$ cat src/rtl/ball_motion_ctrl.sv
// Single-ball position/velocity controller: keyboard direction, speed and pause,
// edge reflection on vsync ticks. Define DIAG_KEYS_EN to enable Q/E/Z/C diagonal keys.
module ball_motion_ctrl #(
  parameter int COORD_W    = 10,
  parameter int X_MIN      = 0,
  parameter int X_MAX      = 639,
  parameter int Y_MIN      = 0,
  parameter int Y_MAX      = 479,
  parameter int X_START    = 320,
  parameter int Y_START    = 240,
  parameter int BALL_SIZE  = 4,
  parameter int SPEED_W    = 4,
  parameter int SPEED_INIT = 1,
  parameter int SPEED_MAX  = 8
) (
  input  logic                      Clk,
  input  logic                      Reset,
  input  logic                      frame_vs,
  input  logic [7:0]                keycode,
  output logic [COORD_W-1:0]        ball_x,
  output logic [COORD_W-1:0]        ball_y,
  output logic [COORD_W-1:0]        ball_size,
  output logic signed [SPEED_W:0]   vel_x,
  output logic signed [SPEED_W:0]   vel_y,
  output logic [SPEED_W-1:0]        speed,
  output logic                      bounce,
  output logic                      moving
);

  localparam int CW2 = COORD_W + 2;
  localparam logic signed [CW2-1:0] X_HI = CW2'(X_MAX - BALL_SIZE);
  localparam logic signed [CW2-1:0] X_LO = CW2'(X_MIN + BALL_SIZE);
  localparam logic signed [CW2-1:0] Y_HI = CW2'(Y_MAX - BALL_SIZE);
  localparam logic signed [CW2-1:0] Y_LO = CW2'(Y_MIN + BALL_SIZE);

  typedef logic signed [SPEED_W:0] vel_t;
  typedef enum logic [1:0] {ST_IDLE = 2'd0, ST_RUN = 2'd1, ST_PAUSE = 2'd2} state_t;

  // {valid, dx, dy}; dx/dy are 2-bit two's complement unit steps
  function automatic logic [4:0] decode_dir(input logic [7:0] code);
    case (code)
      8'h1A:   decode_dir = {1'b1, 2'b00, 2'b11};
      8'h16:   decode_dir = {1'b1, 2'b00, 2'b01};
      8'h04:   decode_dir = {1'b1, 2'b11, 2'b00};
      8'h07:   decode_dir = {1'b1, 2'b01, 2'b00};
`ifdef DIAG_KEYS_EN
      8'h14:   decode_dir = {1'b1, 2'b11, 2'b11};
      8'h08:   decode_dir = {1'b1, 2'b01, 2'b11};
      8'h1D:   decode_dir = {1'b1, 2'b11, 2'b01};
      8'h06:   decode_dir = {1'b1, 2'b01, 2'b01};
`endif
      default: decode_dir = 5'b00000;
    endcase
  endfunction

  function automatic vel_t scale_dir(input logic [1:0] d, input logic [SPEED_W-1:0] s);
    vel_t mag;
    mag = {1'b0, s};
    case (d)
      2'b01:   scale_dir = mag;
      2'b11:   scale_dir = -mag;
      default: scale_dir = '0;
    endcase
  endfunction

  function automatic logic [1:0] sign_of(input vel_t v);
    if (v[SPEED_W]) begin
      sign_of = 2'b11;
    end else if (v != '0) begin
      sign_of = 2'b01;
    end else begin
      sign_of = 2'b00;
    end
  endfunction

  // {hit, new_vel, new_pos}; widened signed sum so the edge test never wraps
  function automatic logic [COORD_W+SPEED_W+1:0] reflect(
      input logic [COORD_W-1:0] pos, input vel_t v,
      input logic signed [CW2-1:0] lo, input logic signed [CW2-1:0] hi);
    logic signed [CW2-1:0] nxt;
    vel_t neg;
    nxt = $signed({2'b00, pos}) + $signed({{(CW2-SPEED_W-1){v[SPEED_W]}}, v});
    neg = -v;
    if (nxt > hi) begin
      reflect = {1'b1, neg, hi[COORD_W-1:0]};
    end else if (nxt < lo) begin
      reflect = {1'b1, neg, lo[COORD_W-1:0]};
    end else begin
      reflect = {1'b0, v, nxt[COORD_W-1:0]};
    end
  endfunction

  logic                sync1_r, sync2_r, prev_r;
  logic [7:0]          key_prev_r;
  state_t              state_r, state_s;
  logic                pend_valid_r;
  logic [1:0]          pend_dx_r, pend_dy_r;
  logic [COORD_W-1:0]  ball_x_r, ball_y_r;
  vel_t                vel_x_r, vel_y_r;
  logic [SPEED_W-1:0]  speed_r;
  logic                bounce_r, moving_r;

  logic                tick_s, press_s, dir_press_s, pend_any_s, step_s;
  logic                space_s, inc_s, dec_s;
  logic [4:0]          dir_s;
  logic [1:0]          eff_dx_s, eff_dy_s;
  vel_t                vx_new_s, vy_new_s, vx_ref_s, vy_ref_s;
  logic [COORD_W-1:0]  x_ref_s, y_ref_s;
  logic                hit_x_s, hit_y_s;

  assign ball_x    = ball_x_r;
  assign ball_y    = ball_y_r;
  assign ball_size = COORD_W'(BALL_SIZE);
  assign vel_x     = vel_x_r;
  assign vel_y     = vel_y_r;
  assign speed     = speed_r;
  assign bounce    = bounce_r;
  assign moving    = moving_r;

  // Key-press / tick decode and the velocity/position candidates for this tick
  always_comb begin
    tick_s      = sync2_r & ~prev_r;
    press_s     = (keycode != key_prev_r) && (keycode != 8'h00);
    dir_s       = decode_dir(keycode);
    dir_press_s = press_s & dir_s[4];
    space_s     = press_s && (keycode == 8'h2C);
    inc_s       = press_s && (keycode == 8'h2E);
    dec_s       = press_s && (keycode == 8'h2D);
    pend_any_s  = dir_press_s | pend_valid_r;
    eff_dx_s    = dir_press_s ? dir_s[3:2] : pend_dx_r;
    eff_dy_s    = dir_press_s ? dir_s[1:0] : pend_dy_r;
    step_s      = tick_s && ((state_r == ST_RUN) || ((state_r == ST_IDLE) && pend_any_s));
    if (pend_any_s) begin
      vx_new_s = scale_dir(eff_dx_s, speed_r);
      vy_new_s = scale_dir(eff_dy_s, speed_r);
    end else begin
      vx_new_s = scale_dir(sign_of(vel_x_r), speed_r);
      vy_new_s = scale_dir(sign_of(vel_y_r), speed_r);
    end
    {hit_x_s, vx_ref_s, x_ref_s} = reflect(ball_x_r, vx_new_s, X_LO, X_HI);
    {hit_y_s, vy_ref_s, y_ref_s} = reflect(ball_y_r, vy_new_s, Y_LO, Y_HI);
  end

  // Next-state logic
  always_comb begin
    state_s = state_r;
    case (state_r)
      ST_IDLE: begin
        if (tick_s && pend_any_s) begin
          state_s = ST_RUN;
        end else begin
          state_s = ST_IDLE;
        end
      end
      ST_RUN: begin
        if (space_s) begin
          state_s = ST_PAUSE;
        end else begin
          state_s = ST_RUN;
        end
      end
      ST_PAUSE: begin
        if (space_s) begin
          state_s = ST_RUN;
        end else begin
          state_s = ST_PAUSE;
        end
      end
      default: state_s = ST_IDLE;
    endcase
  end

  // vsync synchroniser, edge register, key history and state register
  always_ff @(posedge Clk or posedge Reset) begin
    if (Reset) begin
      sync1_r    <= 1'b0;
      sync2_r    <= 1'b0;
      prev_r     <= 1'b0;
      key_prev_r <= 8'h00;
      state_r    <= ST_IDLE;
      moving_r   <= 1'b0;
    end else begin
      sync1_r    <= frame_vs;
      sync2_r    <= sync1_r;
      prev_r     <= sync2_r;
      key_prev_r <= keycode;
      state_r    <= state_s;
      moving_r   <= (state_s == ST_RUN);
    end
  end

  // Speed magnitude, saturating between 1 and SPEED_MAX
  always_ff @(posedge Clk or posedge Reset) begin
    if (Reset) begin
      speed_r <= SPEED_W'(SPEED_INIT);
    end else if (inc_s && (speed_r < SPEED_W'(SPEED_MAX))) begin
      speed_r <= speed_r + 1'b1;
    end else if (dec_s && (speed_r > SPEED_W'(1))) begin
      speed_r <= speed_r - 1'b1;
    end
  end

  // Pending direction, motion update and bounce pulse
  always_ff @(posedge Clk or posedge Reset) begin
    if (Reset) begin
      pend_valid_r <= 1'b0;
      pend_dx_r    <= 2'b00;
      pend_dy_r    <= 2'b00;
      ball_x_r     <= COORD_W'(X_START);
      ball_y_r     <= COORD_W'(Y_START);
      vel_x_r      <= '0;
      vel_y_r      <= '0;
      bounce_r     <= 1'b0;
    end else begin
      bounce_r <= step_s & (hit_x_s | hit_y_s);
      if (step_s) begin
        pend_valid_r <= 1'b0;
        ball_x_r     <= x_ref_s;
        ball_y_r     <= y_ref_s;
        vel_x_r      <= vx_ref_s;
        vel_y_r      <= vy_ref_s;
      end else if (dir_press_s) begin
        pend_valid_r <= 1'b1;
        pend_dx_r    <= dir_s[3:2];
        pend_dy_r    <= dir_s[1:0];
      end
    end
  end

endmodule
$ cat config.mk
export PLATFORM = sky130hd
export DESIGN_NAME = ball_motion_ctrl
export DESIGN_NICKNAME = d
export VERILOG_FILES = /design/src/rtl/ball_motion_ctrl.sv
export SDC_FILE = /design/constraint.sdc
export NUM_CORES = 1
export LEC_CHECK = 0
export BUFFER_PORTS_ARGS = -buffer_cell sky130_fd_sc_hd__buf_2
export CORE_ASPECT_RATIO = 0.6
export CORE_MARGIN = 3
export CORE_UTILIZATION = 45
export CTS_CLUSTER_DIAMETER = 150
export DETAILED_ROUTE_END_ITERATION = 6
export PLACE_DENSITY = 0.63
export SLEW_MARGIN = 25
export SYNTH_ARGS = -nofsm -noshare
export SYNTH_HDL_FRONTEND = slang
export SYNTH_SLANG_ARGS = --single-unit
$ cat constraint.sdc
create_clock -name Clk -period 11.45 [get_ports Clk]
set_input_delay 0.5725 -clock Clk [delete_from_list [all_inputs] [get_ports Clk]]
set_output_delay 0.5725 -clock Clk [all_outputs]
set_load 0.005 [all_outputs]
==> impl_metrics.csv, run 1 <==
group,metric,value,unit
outcome,status,"finished, final reports clean",
critical_path,crit_chain,"buf_2 -> xnor2_1 -> nand4_1 -> nor2_1 -> o31a_1 -> mux2_2 -> a211oi_1 -> ha_1 -> nor2b_1 -> o31a_1 -> o22a_1 -> a21oi_1 -> o21ai_1 -> or2_2 -> mux2i_1 -> nand2_1 -> o311ai_0",
critical_path,cp_top_family,"compound AO/OA/AOI/OAI gates",
critical_path,cpPeakStageDelay,0.59,ns
clocking,cts_tree,"done",
clocking,root_buffer,"clkbuf_16",
critical_path,rrSetupSlack,5.79,ns
yosys,synth_cell_types,74,
critical_path,worstReg2RegStart,"key_prev_r[1]",
yosys,syn_area,4220,sq um
critical_path,worstPathRequired,11.64,ns
sta,fmax,0.174,GHz
layout,antenna_cells,0,
global_routing,use_met1,32.4,%
sta,maxSlewViolCount,0,
routing,finalWirelength,10.5,mm
sta,fin_skew,0.00747,ns
placement,port_buffers,46,
sta,setup_tns,0,ns
global_routing,grt.met2_usage,29.3,%
yosys,syn_avg_cell_area,8.71,sq um
clocking,path_clk_slew,0.08,ns
global_routing,grt_overflow_total,0,
critical_path,ff2ff_path_depth,16,
clocking,clk_latency,0.30,ns
routing,antenna_left,0,
yosys,yosysSeqAreaShare,32.3,%
sta,period_needed,5.74,ns
routing,via_per_inst,5.85,
power_and_ir_drop,power_density,314,nW/um^2
layout,area.growth.synth_to_final,10.3,%
critical_path,critPathCaptureType,"flop",
sta,setup_viol,0,
global_routing,grt_pass1_vias,3412,
global_routing,grt_use_met3,4.73,%
sta,period_share,50.1,%
layout,instances_no_fill,647,
routing,via_count,3786,
routing,drtIter0Drc,367,
floorplan,core,8820,sq um
power_and_ir_drop,vdd.ir_drop.worst,0.149,mV
sta,worst_slew_pin_slew,0.982,ns
sta,hold-worst-slack,0.362,ns
floorplan,die-area,10600,sq um
critical_path,cp_slowest_cell,"nor2_1",
worst_hold_path,hp-class,"flop to flop",
critical_path,cp-start-kind,"input pin",
floorplan,start_util,47.8,%
yosys,syn_inst,484,
critical_path,crit_fanout,13,
routing,remaining_drc_errors,0,
floorplan,die_w,131,um
layout,final_common_cell,"dfrtp_1",
routing,wl_per_cell,16.2,um
yosys,synth-seq-cells,54,
job,maxCapViolCount,0,
global_routing,grt.total_usage,20.7,%
floorplan,io_pins,57,
placement,dpl.cell_count,639,
layout,num-nets-final,560,
yosys,synth_edf_count,0,
layout,final_cell_mix,"47 x dfrtp_1, 46 x buf_2, 44 x nand2_1",
clocking,cts_hold_buf,0,
yosys,yosysTopAreaCell,"dfrtp_1",
yosys,yosysWarnings,0,
placement,dpl_cell_area,4500,sq um
clocking,cts_resized,0,
placement,dp_hpwl,7.90,mm
critical_path,worst_r2r_endpoint,"vel_x[1]",
sta,finalHoldViolCount,0,
layout,drive_above_1_share,16.5,%
clocking,h-tree-depth,2,
placement,gp_congestion,0.892,
yosys,synthFlopType,"dfrtp_1",
critical_path,cp.arrival,5.93,ns
global_routing,antenna_found_initial,0,
sta,grt_setup_unrepaired,"no",
global_routing,busiest_layer,"met1",
yosys,synth_area_leaders,"dfrtp_1 28%, ha_1 8.0%, xnor2_1 5.2%",
floorplan,die_h,81.0,um
sta,slew_headroom,34.4,%
yosys,synth_top_area_share,27.9,%
layout,stdcell_area,4650,sq um
critical_path,crit_top_cell,"o31a_1",
global_routing,grt_pass1_wl,17.4,mm
clocking,ctsLongestPathBuffers,2,
yosys,async_flop_share,100,%
clocking,clock-sinks,54,
critical_path,critical_path_depth,17,
critical_path,path_buf_inv,1,
critical_path,crit_end,"vel_x[1]",
critical_path,critical_path_class,"input pin to flop",
routing,dr.pass1.iters,5,
power_and_ir_drop,p_leak,2.01,nW
clocking,cts_buffers,5,
critical_path,startpoint,"keycode[1]",
floorplan,std_cell_rows,26,
global_routing,grt_max_degree,55,
clocking,postCtsSetupRepairBufs,0,
flip-flops by register name, indices dropped and copies added (netlist names), 2 cells and up:
| register | cells |
|---|---|
| vel_x | 5 |
| state_r | 2 |
| key_prev_r | 8 |
| pend_dx_r | 2 |
| pend_dy_r | 2 |
| vel_y | 5 |
| ball_x | 10 |
| speed | 4 |
| ball_y | 10 |
power by group:
| group | switching, mW | leakage (nW) | internal, mW |
|---|---|---|---|
| clock | 0.0750 | 0.0735 | 0.0881 |
| sequential | 0.0623 | 0.635 | 0.260 |
| combinational | 0.574 | 1.30 | 0.402 |
| total | 0.711 | 2.01 | 0.750 |
Yosys cell counts (5+ instances only):
cell type	count
a221o_1	6
and3_1	5
nor3_1	17
or3_1	9
o31ai_1	7
o31a_1	5
o21ai_0	27
or4_1	5
nor2b_1	5
xor2_1	7
clkbuf_1	11
a21oi_1	23
xnor2_1	25
o21ai_1	6
buf_4	10
o211ai_1	5
ha_1	27
dfstp_2	7
nor2_1	36
nand2_1	44
dfrtp_1	47
nand4_1	5
nand3_1	14
inv_1	26
and2_1	5
final cells by class:
| type | count | area (sq um) |
|---|---|---|
| flip-flops and latches | 54 | 1360 |
| multi-input cells | 385 | 2640 |
| repair buffers | 48 | 245 |
| clock buffers | 6 | 139 |
| fillers | 844 | 4170 |
| clock inverters | 2 | 16.3 |
| well taps | 126 | 158 |
| inverters | 26 | 97.6 |
worst min path at each step:
stage	startpoint	to	slack [ns]	depth (start not counted)
2_1_floorplan	sync1_r	sync2_r	0.33	0
3_3_place_gp	sync1_r	sync2_r	0.34	0
3_5_place_dp	sync1_r	sync2_r	0.35	0
4_1_cts	frame_vs	sync1_r	0.37	1
5_1_grt	frame_vs	sync1_r	0.36	1
6_report	sync1_r	sync2_r	0.36	0
layer usage:
metal | vias to the layer above | share of wire [%] | wire length [um]
met3 | 10 | 6.8 | 716
met4 | 0 | 0.65 | 68
li1 | 1825 | - | -
met1 | 1816 | 51 | 5380
met2 | 135 | 41 | 4320
met5 | - | 0 | 0
cells by family after synthesis:
family | count (synthesis) | share of synthesized area (%)
AND/OR/NAND/NOR | 170 | 20.6
adder cells (fa/ha/maj) | 29 | 8.96
AO/OA/AOI/OAI | 137 | 23.3
XOR/XNOR | 33 | 7.03
multiplexers | 6 | 1.48
other | 2 | 0.178
flip-flops | 54 | 32.3
buffers and inverters | 53 | 6.20
per-stage QoR:
| stage | total power, mW | worst slack, ns | utilization [%] |
|---|---|---|---|
| after floorplan | 1.05 | 6.63 | - |
| after global placement | 1.27 | 5.58 | 51.0 |
| after detailed placement | 1.29 | 5.46 | 51.0 |
| after CTS | 1.46 | 5.79 | 52.8 |
| after global routing | 1.62 | 5.24 | 52.8 |
| final | 1.46 | 5.71 | 52.8 |
Power figures use the tool's default switching activity.
==> run 2, diff against run 1 <==
PLACE_DENSITY = 0.65   (was 0.63)
clock period = 5.25 ns   (was 11.45 ns; I/O delays follow)
==> impl_metrics.csv, run 2 (synthesis results as in run 1) <==
group,metric,value,unit
outcome,status,"finished, final reports clean",
power_and_ir_drop,finalPower,3.24,mW
critical_path,ff2ff_path_depth,17,
sta,hold-worst-slack,0.0741,ns
critical_path,crit_fanout,7,
floorplan,die_w,131,um
routing,via_count,3782,
routing,remaining_drc_errors,0,
floorplan,start_util,47.8,%
job,maxCapViolCount,0,
floorplan,io_pins,57,
routing,wl_per_cell,16.1,um
floorplan,std_cell_rows,26,
clocking,clk_latency,0.30,ns
critical_path,worst_r2r_endpoint,"ball_x[3]",
sta,period_share,93.4,%
sta,maxSlewViolCount,0,
routing,top_layer,"met4",
critical_path,worstPathRequired,5.43,ns
critical_path,cp-start-kind,"input pin",
clocking,root_buffer,"clkbuf_16",
critical_path,critPathCaptureType,"flop",
worst_hold_path,whs_endpoint,"sync1_r",
routing,via_per_inst,5.70,
layout,final_cell_mix,"47 x dfrtp_1, 46 x buf_2, 44 x nand2_1",
power_and_ir_drop,p_leak,2.08,nW
sta,fin_skew,0.00760,ns
layout,final_common_cell,"dfrtp_1",
sta,slew_headroom,35.0,%
clocking,path_clk_slew,0.07,ns
global_routing,grt.total_usage,21.0,%
global_routing,grt_pass1_vias,3535,
sta,finalHoldViolCount,0,
global_routing,antenna_found_initial,0,
global_routing,grt_pass1_wl,17.8,mm
sta,setup_viol,0,
critical_path,critical_path_class,"input pin to flop",
routing,antenna_left,0,
routing,drt-met1-wl,5.59,mm
critical_path,crit_chain,"buf_2 -> nor3_1 -> buf_4 -> nand3_1 -> nor2_1 -> buf_4 -> o31ai_1 -> a2111oi_0 -> a211oi_2 -> ha_1 -> nor2b_1 -> o31a_1 -> or4_1 -> o311ai_0 -> nand3_1 -> or3_1 -> nand2b_1 -> nand3_1 -> a21oi_1 -> a221o_1",
critical_path,crit_top_cell,"nand3_1",
floorplan,die_h,81.0,um
layout,drive_above_1_share,19.0,%
routing,dr.pass1.iters,5,
critical_path,cp_slowest_cell,"a2111oi_0",
clocking,cts_tree,"done",
sta,worst_slew_pin_slew,0.973,ns
layout,num-nets-final,576,
sta,fmax,0.204,GHz
layout,fill_cells,806,
floorplan,core,8820,sq um
worst_hold_path,hp-class,"input pin to flop",
floorplan,die-area,10600,sq um
worst_hold_path,whs_path_depth,1,
power_and_ir_drop,power_density,679,nW/um^2
layout,antenna_cells,0,
clocking,clock-sinks,54,
layout,regArea,1360,sq um
critical_path,cp.arrival,5.09,ns
global_routing,grt_max_degree,55,
routing,met3_length,636,um
routing,finalWirelength,10.6,mm
layout,multi_input_area,2660,sq um
clocking,cts_buffers,5,
routing,drtIter0Drc,317,
placement,gp_congestion,0.872,
critical_path,cpPeakStageDelay,0.62,ns
critical_path,rrSetupSlack,0.39,ns
worst_hold_path,worstHoldStart,"frame_vs",
placement,dp_hpwl,7.95,mm
sta,period_needed,4.91,ns
clocking,h-tree-depth,2,
layout,area.growth.synth_to_final,13.3,%
critical_path,worstReg2RegStart,"key_prev_r[7]",
routing,met2WireLength,4.37,mm
global_routing,grt_overflow_total,0,
clocking,ctsLongestPathBuffers,2,
power_and_ir_drop,vdd.ir_drop.worst,0.302,mV
placement,port_buffers,46,
==> run 2: worst max-delay path, delay by kind of cell <==
kind	cells	cell delay (ns)
AOI/OAI and AO/OA	7	1.88
adders and majority gates	1	0.37
buffers and inverters	3	0.54
and+or+nand+nor	9	2.02
==> run 2: repair_timing <==
| action | CTS | global route |
|---|---|---|
| setup endpoints to repair | 0 | 22 |
| gates resized for setup | 0 | 7 |
| hold buffers | 0 | 0 |
| setup buffers | 0 | 0 |
==> run 2: stage by stage <==
step                worst slack [ns]  setup TNS [ns]  area [sq um]  std cells  utilization, %
finish                         0.345               0          4780        663            54.2
CTS                            0.238               0          4750        663            53.9
global placement               0.154               0          4620        655            52.4
floorplan                      0.740               0          4250        492               -
global route                  -0.167          -0.682          4780        663            54.2
detailed placement             0.171               0          4620        655            52.4
==> run 2: worst max path at each step <==
stage,from,endpoint
final,keycode[4],ball_x[3]
after global routing,keycode[4],ball_x[3]
after CTS,key_prev_r[4],ball_x[3]
after detailed placement,keycode[0],vel_y[1]
after global placement,keycode[0],vel_y[1]
after floorplan,keycode[1],ball_x[3]
==> run 2: area by class of cell <==
cell class              count  area share (%)
repair buffers             64            7.65
clock buffers               8            2.85
multi-input cells         385            55.7
well taps                 126            3.30
inverters                  26            2.04
flip-flops and latches     54            28.5
==> run 2: routing by layer <==
| metal | vias to the layer above | global-route usage, % |
|---|---|---|
| li1 | 1864 | - |
| met1 | 1805 | 33.3 |
| met2 | 107 | 29.6 |
| met3 | 6 | 4.34 |
| met4 | 0 | 3.18 |
| met5 | - | 0 |
==> run 2: where the power goes <==
group / internal (mW) / switching [mW]
clock network: 0.178 / 0.155
registers: 0.566 / 0.136
logic: 0.951 / 1.26
total: 1.70 / 1.55
==> run 3, diff against run 2 <==
CORE_UTILIZATION = 40   (was 45)
PLACE_DENSITY = 0.59   (was 0.65)
==> impl_metrics.csv, run 3 (synthesis results as in run 1) <==
group,metric,value,unit
sta,period_needed,4.80,ns
sta,grt_setup_unrepaired,"no",
layout,final_common_cell,"dfrtp_1",
global_routing,grt_pass1_wl,18.1,mm
clocking,ctsLongestPathBuffers,2,
critical_path,cp.arrival,4.98,ns
sta,setup_viol,0,
critical_path,rrSetupSlack,0.45,ns
clocking,cts_buffers,5,
floorplan,die-area,11800,sq um
layout,instances_no_fill,670,
floorplan,std_cell_rows,28,
placement,dp_hpwl,8.23,mm
floorplan,die_w,139,um
routing,antenna_left,0,
layout,drive_above_1_share,19.4,%
power_and_ir_drop,p_switching,1.55,mW
power_and_ir_drop,netSwitchingFraction,47.3,%
layout,final_core_util,47.8,%
routing,via_count,3749,
power_and_ir_drop,clock_power_share,11.7,%
sta,fmax,0.208,GHz
power_and_ir_drop,p_leak,2.09,nW
sta,hold-worst-slack,0.0684,ns
sta,fin_skew,0.00603,ns
clocking,clock-sinks,54,
critical_path,worst_r2r_endpoint,"ball_x[3]",
power_and_ir_drop,internal_power,1.73,mW
floorplan,io_pins,57,
critical_path,crit_end,"ball_x[3]",
placement,dpl_cell_area,4610,sq um
global_routing,grt_max_degree,55,
sta,worst_slew_pin_slew,0.981,ns
routing,remaining_drc_errors,0,
placement,gp_congestion,0.864,
sta,period_share,91.4,%
global_routing,grt.total_usage,18.4,%
power_and_ir_drop,p_seq_share,21.5,%
sta,finalHoldViolCount,0,
global_routing,antenna_found_initial,0,
critical_path,crit_fanout,8,
sta,setup_tns,0,ns
critical_path,worstReg2RegStart,"speed[0]",
placement,dpl.cell_count,662,
critical_path,critPathCaptureType,"flop",
sta,maxSlewViolCount,0,
clocking,cts_tree,"done",
routing,finalWirelength,10.9,mm
layout,stdcell_area,4810,sq um
global_routing,grt_overflow_total,0,
critical_path,ff2ff_path_depth,17,
layout,antenna_cells,0,
clocking,path_clk_slew,0.07,ns
power_and_ir_drop,power_density,683,nW/um^2
critical_path,cp-start-kind,"flop",
floorplan,core,10100,sq um
layout,final_cell_mix,"47 x dfrtp_1, 46 x buf_2, 44 x nand2_1",
power_and_ir_drop,p_comb_share,66.8,%
outcome,status,"finished, final reports clean",
floorplan,start_util,41.9,%
critical_path,startpoint,"speed[0]",
critical_path,worstPathRequired,5.43,ns
power_and_ir_drop,finalPower,3.28,mW
clocking,clk_latency,0.29,ns
layout,fill_cells,946,
placement,port_buffers,46,
routing,dr.pass1.iters,5,
floorplan,die_h,85.5,um
sta,slew_headroom,34.4,%
global_routing,grt_pass1_vias,3546,
routing,drtIter0Drc,333,
layout,num-nets-final,574,
routing,wl_per_cell,16.3,um
critical_path,critical_path_class,"flop to flop",
worst_hold_path,hp-class,"input pin to flop",
placement,place_worst_setup_slack,-0.0420,ns
clocking,root_buffer,"clkbuf_16",
clocking,postCtsSetupRepairBufs,0,
power_and_ir_drop,vdd.ir_drop.worst,0.310,mV
job,maxCapViolCount,0,
sta,fin_ws,0.450,ns
routing,via_per_inst,5.60,
layout,area.growth.synth_to_final,14.0,%
clocking,h-tree-depth,2,
run 3: power groups by stage:
stage | Sequential (mW) | Clock, mW | Combinational (mW)
after detailed placement | 0.709 | 0 | 2.14
after global placement | 0.708 | 0 | 2.12
final | 0.705 | 0.385 | 2.19
after global routing | 0.723 | 0.409 | 2.50
after floorplan | 0.681 | 0 | 1.60
after CTS | 0.704 | 0.395 | 2.16
run 3: metal layers:
layer	vias to the layer above	wire [um]	track usage (%)
li1	1852	-	-
met1	1768	5780	29.2
met2	127	4330	26.0
met3	2	767	4.29
met4	0	17	2.06
met5	-	0	0
run 3: timing repair:
item,CTS,global route
hold buffers,0,0
resized for setup,0,9
setup endpoints to repair,0,23
run 3: how the worst min path moves through the flow:
stage / startpoint / slack, ns / to / cells after the start
2_1_floorplan: keycode[0] / 0.29 / key_prev_r[0] / 0
3_3_place_gp: sync1_r / 0.34 / sync2_r / 0
3_5_place_dp: sync1_r / 0.34 / sync2_r / 0
4_1_cts: frame_vs / 0.06 / sync1_r / 1
5_1_grt: frame_vs / 0.06 / sync1_r / 1
6_report: frame_vs / 0.07 / sync1_r / 1
run 3: cell type report:
type | instances | area (sq um) | area share [%]
repair buffers | 62 | 350 | 7.29
clock inverters | 2 | 37.5 | 0.781
clock buffers | 6 | 129 | 2.68
well taps | 135 | 169 | 3.51
inverters | 26 | 97.6 | 2.03
flip-flops and latches | 54 | 1360 | 28.3
multi-input cells | 385 | 2660 | 55.4
run 3: worst max-delay path, stage by stage, from the launching register on:
cell      delay [ns]
dfstp_2         0.65
inv_1           0.13
ha_1            0.33
xnor2_1         0.23
a22oi_1         0.12
mux2_2          0.29
a211oi_2        0.30
ha_1            0.35
nor2b_1         0.16
o31a_1          0.29
or4_1           0.40
o311ai_0        0.18
nand3_1         0.13
or3_1           0.35
nand2b_1        0.15
nand3_1         0.08
a21oi_1         0.16
a221o_1         0.37
